`config.mk`:
```
export PLATFORM = sky130hd
export DESIGN_NAME = border_box_overlay
export DESIGN_NICKNAME = d
export VERILOG_FILES = /design/src/rtl/border_box_overlay.sv
export SDC_FILE = /design/constraint.sdc
export NUM_CORES = 1
export LEC_CHECK = 0
export CORE_MARGIN = 1
export CORE_UTILIZATION = 35
export CTS_CLUSTER_DIAMETER = 150
export DETAILED_ROUTE_END_ITERATION = 6
export GPL_TIMING_DRIVEN = 0
export PLACE_DENSITY_LB_ADDON = 0.05
export SLEW_MARGIN = 40
export SYNTH_ARGS = -nofsm -noshare
export SYNTH_HDL_FRONTEND = slang
export SYNTH_SLANG_ARGS = --single-unit
```
`constraint.sdc`:
```
create_clock -name clk -period 2.36 [get_ports clk]
set_clock_uncertainty 0.05 [all_clocks]
set_input_delay 0.354 -clock clk [delete_from_list [all_inputs] [get_ports clk]]
set_output_delay 0.354 -clock clk [all_outputs]
set_load 0.1 [all_outputs]
```
`src/rtl/border_box_overlay.sv`:
```
// Loads projection border tables into a shadow set and draws 1-pixel box outlines into the video stream.
// Optional BORDER_CLAMP_EN: clamp shadow borders into the active H_PIXEL x V_PIXEL area.
module border_box_overlay #(
  parameter int          NUM_ROW   = 1,
  parameter int          NUM_COL   = 4,
  parameter int          H_PIXEL   = 1280,
  parameter int          V_PIXEL   = 800,
  parameter int          DEPBIT    = 12,
  parameter logic [23:0] BOX_COLOR = 24'hFF0000
) (
  input  logic              clk,
  input  logic              rst_n,
  input  logic              project_done_flag,
  input  logic [3:0]        num_col,
  input  logic [3:0]        num_row,
  input  logic              frame_vsync,
  input  logic              frame_hsync,
  input  logic              frame_de,
  input  logic [23:0]       pixel_data,
  input  logic [10:0]       xpos,
  input  logic [10:0]       ypos,
  output logic [DEPBIT-1:0] col_border_addr_rd,
  input  logic [DEPBIT-1:0] col_border_data_rd,
  output logic [DEPBIT-1:0] row_border_addr_rd,
  input  logic [DEPBIT-1:0] row_border_data_rd,
  output logic              out_vsync,
  output logic              out_hsync,
  output logic              out_de,
  output logic [23:0]       out_data,
  output logic              boxes_valid
);

  localparam int MAXN     = (NUM_COL > NUM_ROW) ? NUM_COL : NUM_ROW;
  localparam int LOAD_LEN = 2 * MAXN + 1;
  localparam int CNT_W    = $clog2(LOAD_LEN + 1);
  localparam logic [DEPBIT-1:0] COL_LAST = DEPBIT'(2 * NUM_COL);
  localparam logic [DEPBIT-1:0] ROW_LAST = DEPBIT'(2 * NUM_ROW);
  localparam logic [3:0]  NC_MAX = 4'(NUM_COL);
  localparam logic [3:0]  NR_MAX = 4'(NUM_ROW);
  localparam logic [10:0] H_LIM  = 11'(H_PIXEL);
  localparam logic [10:0] V_LIM  = 11'(V_PIXEL);

  typedef enum logic [1:0] {IDLE, LOAD, WAIT} state_t;

  function automatic logic [3:0] sat_cnt(input logic [3:0] n, input logic [3:0] lim);
    return (n > lim) ? lim : n;
  endfunction

`ifdef BORDER_CLAMP_EN
  function automatic logic [10:0] clamp_lo(input logic [10:0] v, input logic [10:0] lim);
    return (v >= lim) ? 11'd0 : v;
  endfunction

  function automatic logic [10:0] clamp_hi(input logic [10:0] v, input logic [10:0] lim);
    return (v >= lim) ? (lim - 11'd1) : v;
  endfunction
`endif

  state_t            state;
  logic              done_d;
  logic [CNT_W-1:0]  cnt;
  logic [DEPBIT-1:0] col_addr, row_addr;
  logic [3:0]        n_c, n_r, sh_nc, sh_nr;
  logic [10:0]       wcol [2*NUM_COL];
  logic [10:0]       wrow [2*NUM_ROW];
  logic [10:0]       sh_l [NUM_COL];
  logic [10:0]       sh_r [NUM_COL];
  logic [10:0]       sh_t [NUM_ROW];
  logic [10:0]       sh_b [NUM_ROW];

  logic              vsync_p1, hsync_p1, vld_p1;
  logic [23:0]       pix_p1;
  logic [NUM_COL-1:0] xin_p1, xedge_p1;
  logic [NUM_ROW-1:0] yin_p1, yedge_p1;
  logic              hit_p1;

  logic done_rise, vsync_fall;
  logic unused_ok;

  assign done_rise          = project_done_flag & ~done_d;
  assign vsync_fall         = vsync_p1 & ~frame_vsync;
  assign col_border_addr_rd = col_addr;
  assign row_border_addr_rd = row_addr;
  assign unused_ok = ^{col_border_data_rd, row_border_data_rd, H_LIM, V_LIM};

  // Table loader: rise of done starts a sweep, shadow copy waits for vsync fall
  always_ff @(posedge clk or negedge rst_n) begin
    if (!rst_n) begin
      state       <= IDLE;
      done_d      <= 1'b0;
      cnt         <= '0;
      col_addr    <= '0;
      row_addr    <= '0;
      n_c         <= '0;
      n_r         <= '0;
      sh_nc       <= '0;
      sh_nr       <= '0;
      boxes_valid <= 1'b0;
      for (int k = 0; k < 2*NUM_COL; k++) wcol[k] <= '0;
      for (int k = 0; k < 2*NUM_ROW; k++) wrow[k] <= '0;
      for (int c = 0; c < NUM_COL; c++) begin
        sh_l[c] <= '0;
        sh_r[c] <= '0;
      end
      for (int r = 0; r < NUM_ROW; r++) begin
        sh_t[r] <= '0;
        sh_b[r] <= '0;
      end
    end else begin
      done_d <= project_done_flag;
      if (done_rise && state != LOAD) begin
        state    <= LOAD;
        cnt      <= CNT_W'(1);
        col_addr <= DEPBIT'(1);
        row_addr <= DEPBIT'(1);
        n_c      <= sat_cnt(num_col, NC_MAX);
        n_r      <= sat_cnt(num_row, NR_MAX);
      end else begin
        case (state)
          LOAD: begin
            // read data lags the address by one clock, so word k lands at cnt == k+2
            for (int k = 0; k < 2*NUM_COL; k++)
              if (cnt == CNT_W'(k + 2)) wcol[k] <= 11'(col_border_data_rd);
            for (int k = 0; k < 2*NUM_ROW; k++)
              if (cnt == CNT_W'(k + 2)) wrow[k] <= 11'(row_border_data_rd);
            if (cnt < CNT_W'(2 * MAXN)) begin
              if (col_addr < COL_LAST) col_addr <= col_addr + DEPBIT'(1);
              if (row_addr < ROW_LAST) row_addr <= row_addr + DEPBIT'(1);
            end
            if (cnt == CNT_W'(LOAD_LEN)) state <= WAIT;
            cnt <= cnt + CNT_W'(1);
          end
          WAIT: begin
            if (vsync_fall) begin
              for (int c = 0; c < NUM_COL; c++) begin
`ifdef BORDER_CLAMP_EN
                sh_l[c] <= clamp_lo(wcol[2*c], H_LIM);
                sh_r[c] <= clamp_hi(wcol[2*c+1], H_LIM);
`else
                sh_l[c] <= wcol[2*c];
                sh_r[c] <= wcol[2*c+1];
`endif
              end
              for (int r = 0; r < NUM_ROW; r++) begin
`ifdef BORDER_CLAMP_EN
                sh_t[r] <= clamp_lo(wrow[2*r], V_LIM);
                sh_b[r] <= clamp_hi(wrow[2*r+1], V_LIM);
`else
                sh_t[r] <= wrow[2*r];
                sh_b[r] <= wrow[2*r+1];
`endif
              end
              sh_nc       <= n_c;
              sh_nr       <= n_r;
              boxes_valid <= 1'b1;
              state       <= IDLE;
            end
          end
          default: state <= IDLE;
        endcase
      end
    end
  end

  // Stage 1: per-column and per-row range / edge compares
  always_ff @(posedge clk or negedge rst_n) begin
    if (!rst_n) begin
      vsync_p1 <= 1'b0;
      hsync_p1 <= 1'b0;
      vld_p1   <= 1'b0;
      pix_p1   <= '0;
      xin_p1   <= '0;
      xedge_p1 <= '0;
      yin_p1   <= '0;
      yedge_p1 <= '0;
    end else begin
      vsync_p1 <= frame_vsync;
      hsync_p1 <= frame_hsync;
      vld_p1   <= frame_de;
      pix_p1   <= pixel_data;
      for (int c = 0; c < NUM_COL; c++) begin
        xin_p1[c]   <= boxes_valid && (4'(c) < sh_nc) && (sh_l[c] <= xpos) && (xpos <= sh_r[c]);
        xedge_p1[c] <= (xpos == sh_l[c]) || (xpos == sh_r[c]);
      end
      for (int r = 0; r < NUM_ROW; r++) begin
        yin_p1[r]   <= boxes_valid && (4'(r) < sh_nr) && (sh_t[r] <= ypos) && (ypos <= sh_b[r]);
        yedge_p1[r] <= (ypos == sh_t[r]) || (ypos == sh_b[r]);
      end
    end
  end

  always_comb begin
    hit_p1 = 1'b0;
    for (int c = 0; c < NUM_COL; c++)
      for (int r = 0; r < NUM_ROW; r++)
        if (xin_p1[c] && yin_p1[r] && (xedge_p1[c] || yedge_p1[r])) hit_p1 = 1'b1;
  end

  // Stage 2: outline mux and output registers
  always_ff @(posedge clk or negedge rst_n) begin
    if (!rst_n) begin
      out_vsync <= 1'b0;
      out_hsync <= 1'b0;
      out_de    <= 1'b0;
      out_data  <= '0;
    end else begin
      out_vsync <= vsync_p1;
      out_hsync <= hsync_p1;
      out_de    <= vld_p1;
      out_data  <= vld_p1 ? (hit_p1 ? BOX_COLOR : pix_p1) : 24'h0;
    end
  end

endmodule
```
==> impl_metrics.toml <==
[placement]
post-place-ws_ns = -0.552
dp_hpwl_um = 25000
dp.cells = 1827
routabilityCongestion = 0.752
io_buffers = 133

[cells_and_area]
nFillCells = 3848
nets = 1538
stdcell_count = 1896
fin_util_pct = 43.4
num_antenna_cells = 0
syn2layout_area_growth_pct = 22.0
drive_above_1_share_pct = 24.5

[worst_setup_path]
cp-startpoint = "xpos[1]"
critPathCaptureType = "flip-flop"
cp.required_ns = 2.76
worstRegToRegCells = 8
critPathMaxFanout = 5
worstSetupPathType = "input port to flip-flop"
r2r-start = "sh_r[1]$_DFFE_PN0P_"
cp-start-kind = "input port"
arrival_ns = 2.68

[sta]
rsz0062_at_grt = "false"
layout_min_cycle_time_ns = 2.28
finalHoldViolCount = 0
slew_viol_final = 0
timing.final.crit_share_pct = 96.8
fmax_ghz = 0.438
max_slew_margin_pct = 54.7
timing.final.ws_setup_ns = 0.0756
worst_pin_slew_ns = 0.679
setup_viol = 0
fin_hold_ws_ns = 0.186

[grt]
antenna_found_initial = 0
grt-ovfl-total = 0
grt_max_degree = 74
grt_pass1_wl_um = 55200
grt_pass1_vias = 9320
grt_usage_pct = 17.3

[worst_hold_path]
hold_path.class = "input port to flip-flop"
worstHoldStart = "frame_hsync"
hold_depth = 1

[clocking]
cts_buffer_depth = 3
clk_pin_slew_ns = 0.06
cts_tree = "yes"
root_buffer = "clkbuf_16"
htreeDepth = 2
cts-buffers-inserted = 40
clock_latency_ns = 0.56
cts.sinks = 332

[synth]
synth_cells = 1157
syn_area_um2 = 14500
yosysUniqueCellTypes = 49
synth-seq-area-share_pct = 57.2
synth_async_sr_flop_share_pct = 100
ys_top_cells_by_area = "dfrtp_1 57%, mux2_2 14%, ha_1 10%"
synthFlopType = "dfrtp_1"
synth-seq-cells = 332
syn_area_per_cell_um2 = 12.5
synth_edf_count = 0
ys_warn_count = 0
synth_nets = 1357
synth_top_cell_area_share_pct = 57.2
synth_area_leader_cell = "dfrtp_1"

[outcome]
outcome = "complete, no violations"

[detailed_routing]
vias = 9143
routed_wl_um = 35000
post_drt_wl_per_cell_um = 18.5
first_pass_iters = 4
viasPerCell = 4.82
drt_iter0_markers = 447
drc = 0
ant_nets = 0

[floorplan]
die_y_um = 206
initial_core_util_pct = 35.5
rows = 74
dieWidth_um = 206
ios = 136
dieArea_um2 = 42300
core_area_um2 = 40800

[power]
peakVddDrop_uv = 821
p_per_area_nw_per_um2 = 1150
power.leakage_nw = 8.55
power_w = 0.0203

[run]
maxCapViolCount = 0
==> through the flow <==
stage / instance area [um^2] / setup TNS, ns
floorplan: 14500 / 0
global placement: 16500 / -4710.97
detailed placement: 16400 / -9.87
CTS: 17700 / 0
global route: 17700 / 0
finish: 17700 / 0
==> layer usage <==
metal	vias up	wire [um]	share of wire, %	track usage [%]
met5	-	0	0	0
met1	4531	16800	48	24.1
met3	53	1440	4.1	3.74
met2	141	15900	45	27.1
met4	0	852	2.4	4.97
li1	4418	-	-	-
==> cells in the mapped netlist, drive strengths merged (3+ instances only) <==
library cell / number
ha: 116
a41oi: 4
and3: 5
and2: 30
mux2: 175
clkbuf: 10
dfrtp: 332
o21ai: 88
a221oi: 5
a211oi: 16
a21o: 12
a21oi: 29
nand3: 19
o21a: 10
o211ai: 4
nand3b: 3
nor2: 32
a31oi: 4
nor3: 9
nand2b: 3
buf: 27
nand4: 22
inv: 82
nand2: 89
nor4: 4
nor2b: 9
==> sequential cells by signal, indices dropped and copies added, names as in the netlist, 2 cells and up <==
| name | count |
|---|---|
| pix_p1 | 24 |
| wcol | 88 |
| xedge_p1 | 4 |
| out_data | 24 |
| n_r | 4 |
| sh_nc | 4 |
| row_border_addr_rd | 12 |
| sh_b | 11 |
| sh_t | 11 |
| sh_r | 44 |
| n_c | 4 |
| cnt | 4 |
| wrow | 22 |
| xin_p1 | 4 |
| sh_l | 44 |
| state | 2 |
| sh_nr | 4 |
| col_border_addr_rd | 12 |
==> layout make-up <==
cell class | instances | area [um^2] | share of cell area (%)
Timing Repair Buffer | 139 | 1220 | 6.91
Sequential cell | 332 | 8310 | 46.9
Tap cell | 532 | 666 | 3.76
Inverter | 82 | 308 | 1.74
Buffer | 37 | 211 | 1.19
Multi-Input combinational cell | 706 | 5700 | 32.2
Clock inverter | 13 | 158 | 0.890
Clock buffer | 55 | 1140 | 6.42
==> path summary, 6_finish.rpt <==
path                                    endpoint  slack [ns]
min in group asynchronous    sh_r[3]$_DFFE_PN0P_        0.23
hold reg to reg              out_hsync$_DFF_PN0_        0.30
setup / recovery             xin_p1[3]$_DFF_PN0_        0.08
setup reg to reg             xin_p1[3]$_DFF_PN0_        0.19
hold / removal                hsync_p1$_DFF_PN0_        0.19
max in group asynchronous  out_data[6]$_DFF_PN0_        0.63
==> where the power goes <==
part	switching, W	internal, W	total [W]
clock	0.00242	0.00369	0.00610
combinational	0.00308	0.00259	0.00566
sequential	0.000921	0.00761	0.00853
==> placed cells by master (no fill, tap or decap), types with 5 or more instances in the layout <==
master           synthesis  routed
o21ai_0                 84      84
clkbuf_1                10      16
and3_1                   5       5
a211oi_1                16      15
clkdlybuf4s50_1          0      80
a21oi_1                 29      29
nor2_1                  31      31
dfrtp_1                332     332
and2_1                  30      30
nor3_1                   9       8
buf_16                   0       5
nand4_1                 21      21
nand3_1                 19      19
clkbuf_8                 0       8
ha_1                   116     116
clkbuf_16                0      40
nor2b_1                  9       8
nand2_1                 88      88
buf_4                   13      13
a21o_1                  12      12
clkinv_2                 0       7
buf_2                   12      64
mux2_2                 175     175
o21a_1                  10      10
a221oi_1                 5       5
inv_1                   82      82
==> logic make-up after synthesis <==
family	synth area share, %
AO/OA/AOI/OAI	7.42
XOR/XNOR	0.181
multiplexers	13.6
buffers and inverters	3.57
AND/OR/NAND/NOR	8.02
adder cells (fa/ha/maj)	10.0
flip-flops	57.2
==> critical path, stage by stage <==
cell	delay, ns
clkdlybuf4s50_1	0.66
ha_1	0.30
nor2b_1	0.13
o21ai_0	0.16
a21oi_1	0.11
a211oi_1	0.40
o21ai_0	0.25
a221oi_1	0.31
==> repair_timing <==
item / 4_1_cts / 5_1_grt
hold buffers: 1 / 0
buffers inserted: 0 / 0
setup endpoints to repair: 10 / 12
endpoints found under the hold margin: 92 / 0
gates resized for setup: 1 / 4
Power figures use the tool's default switching activity.
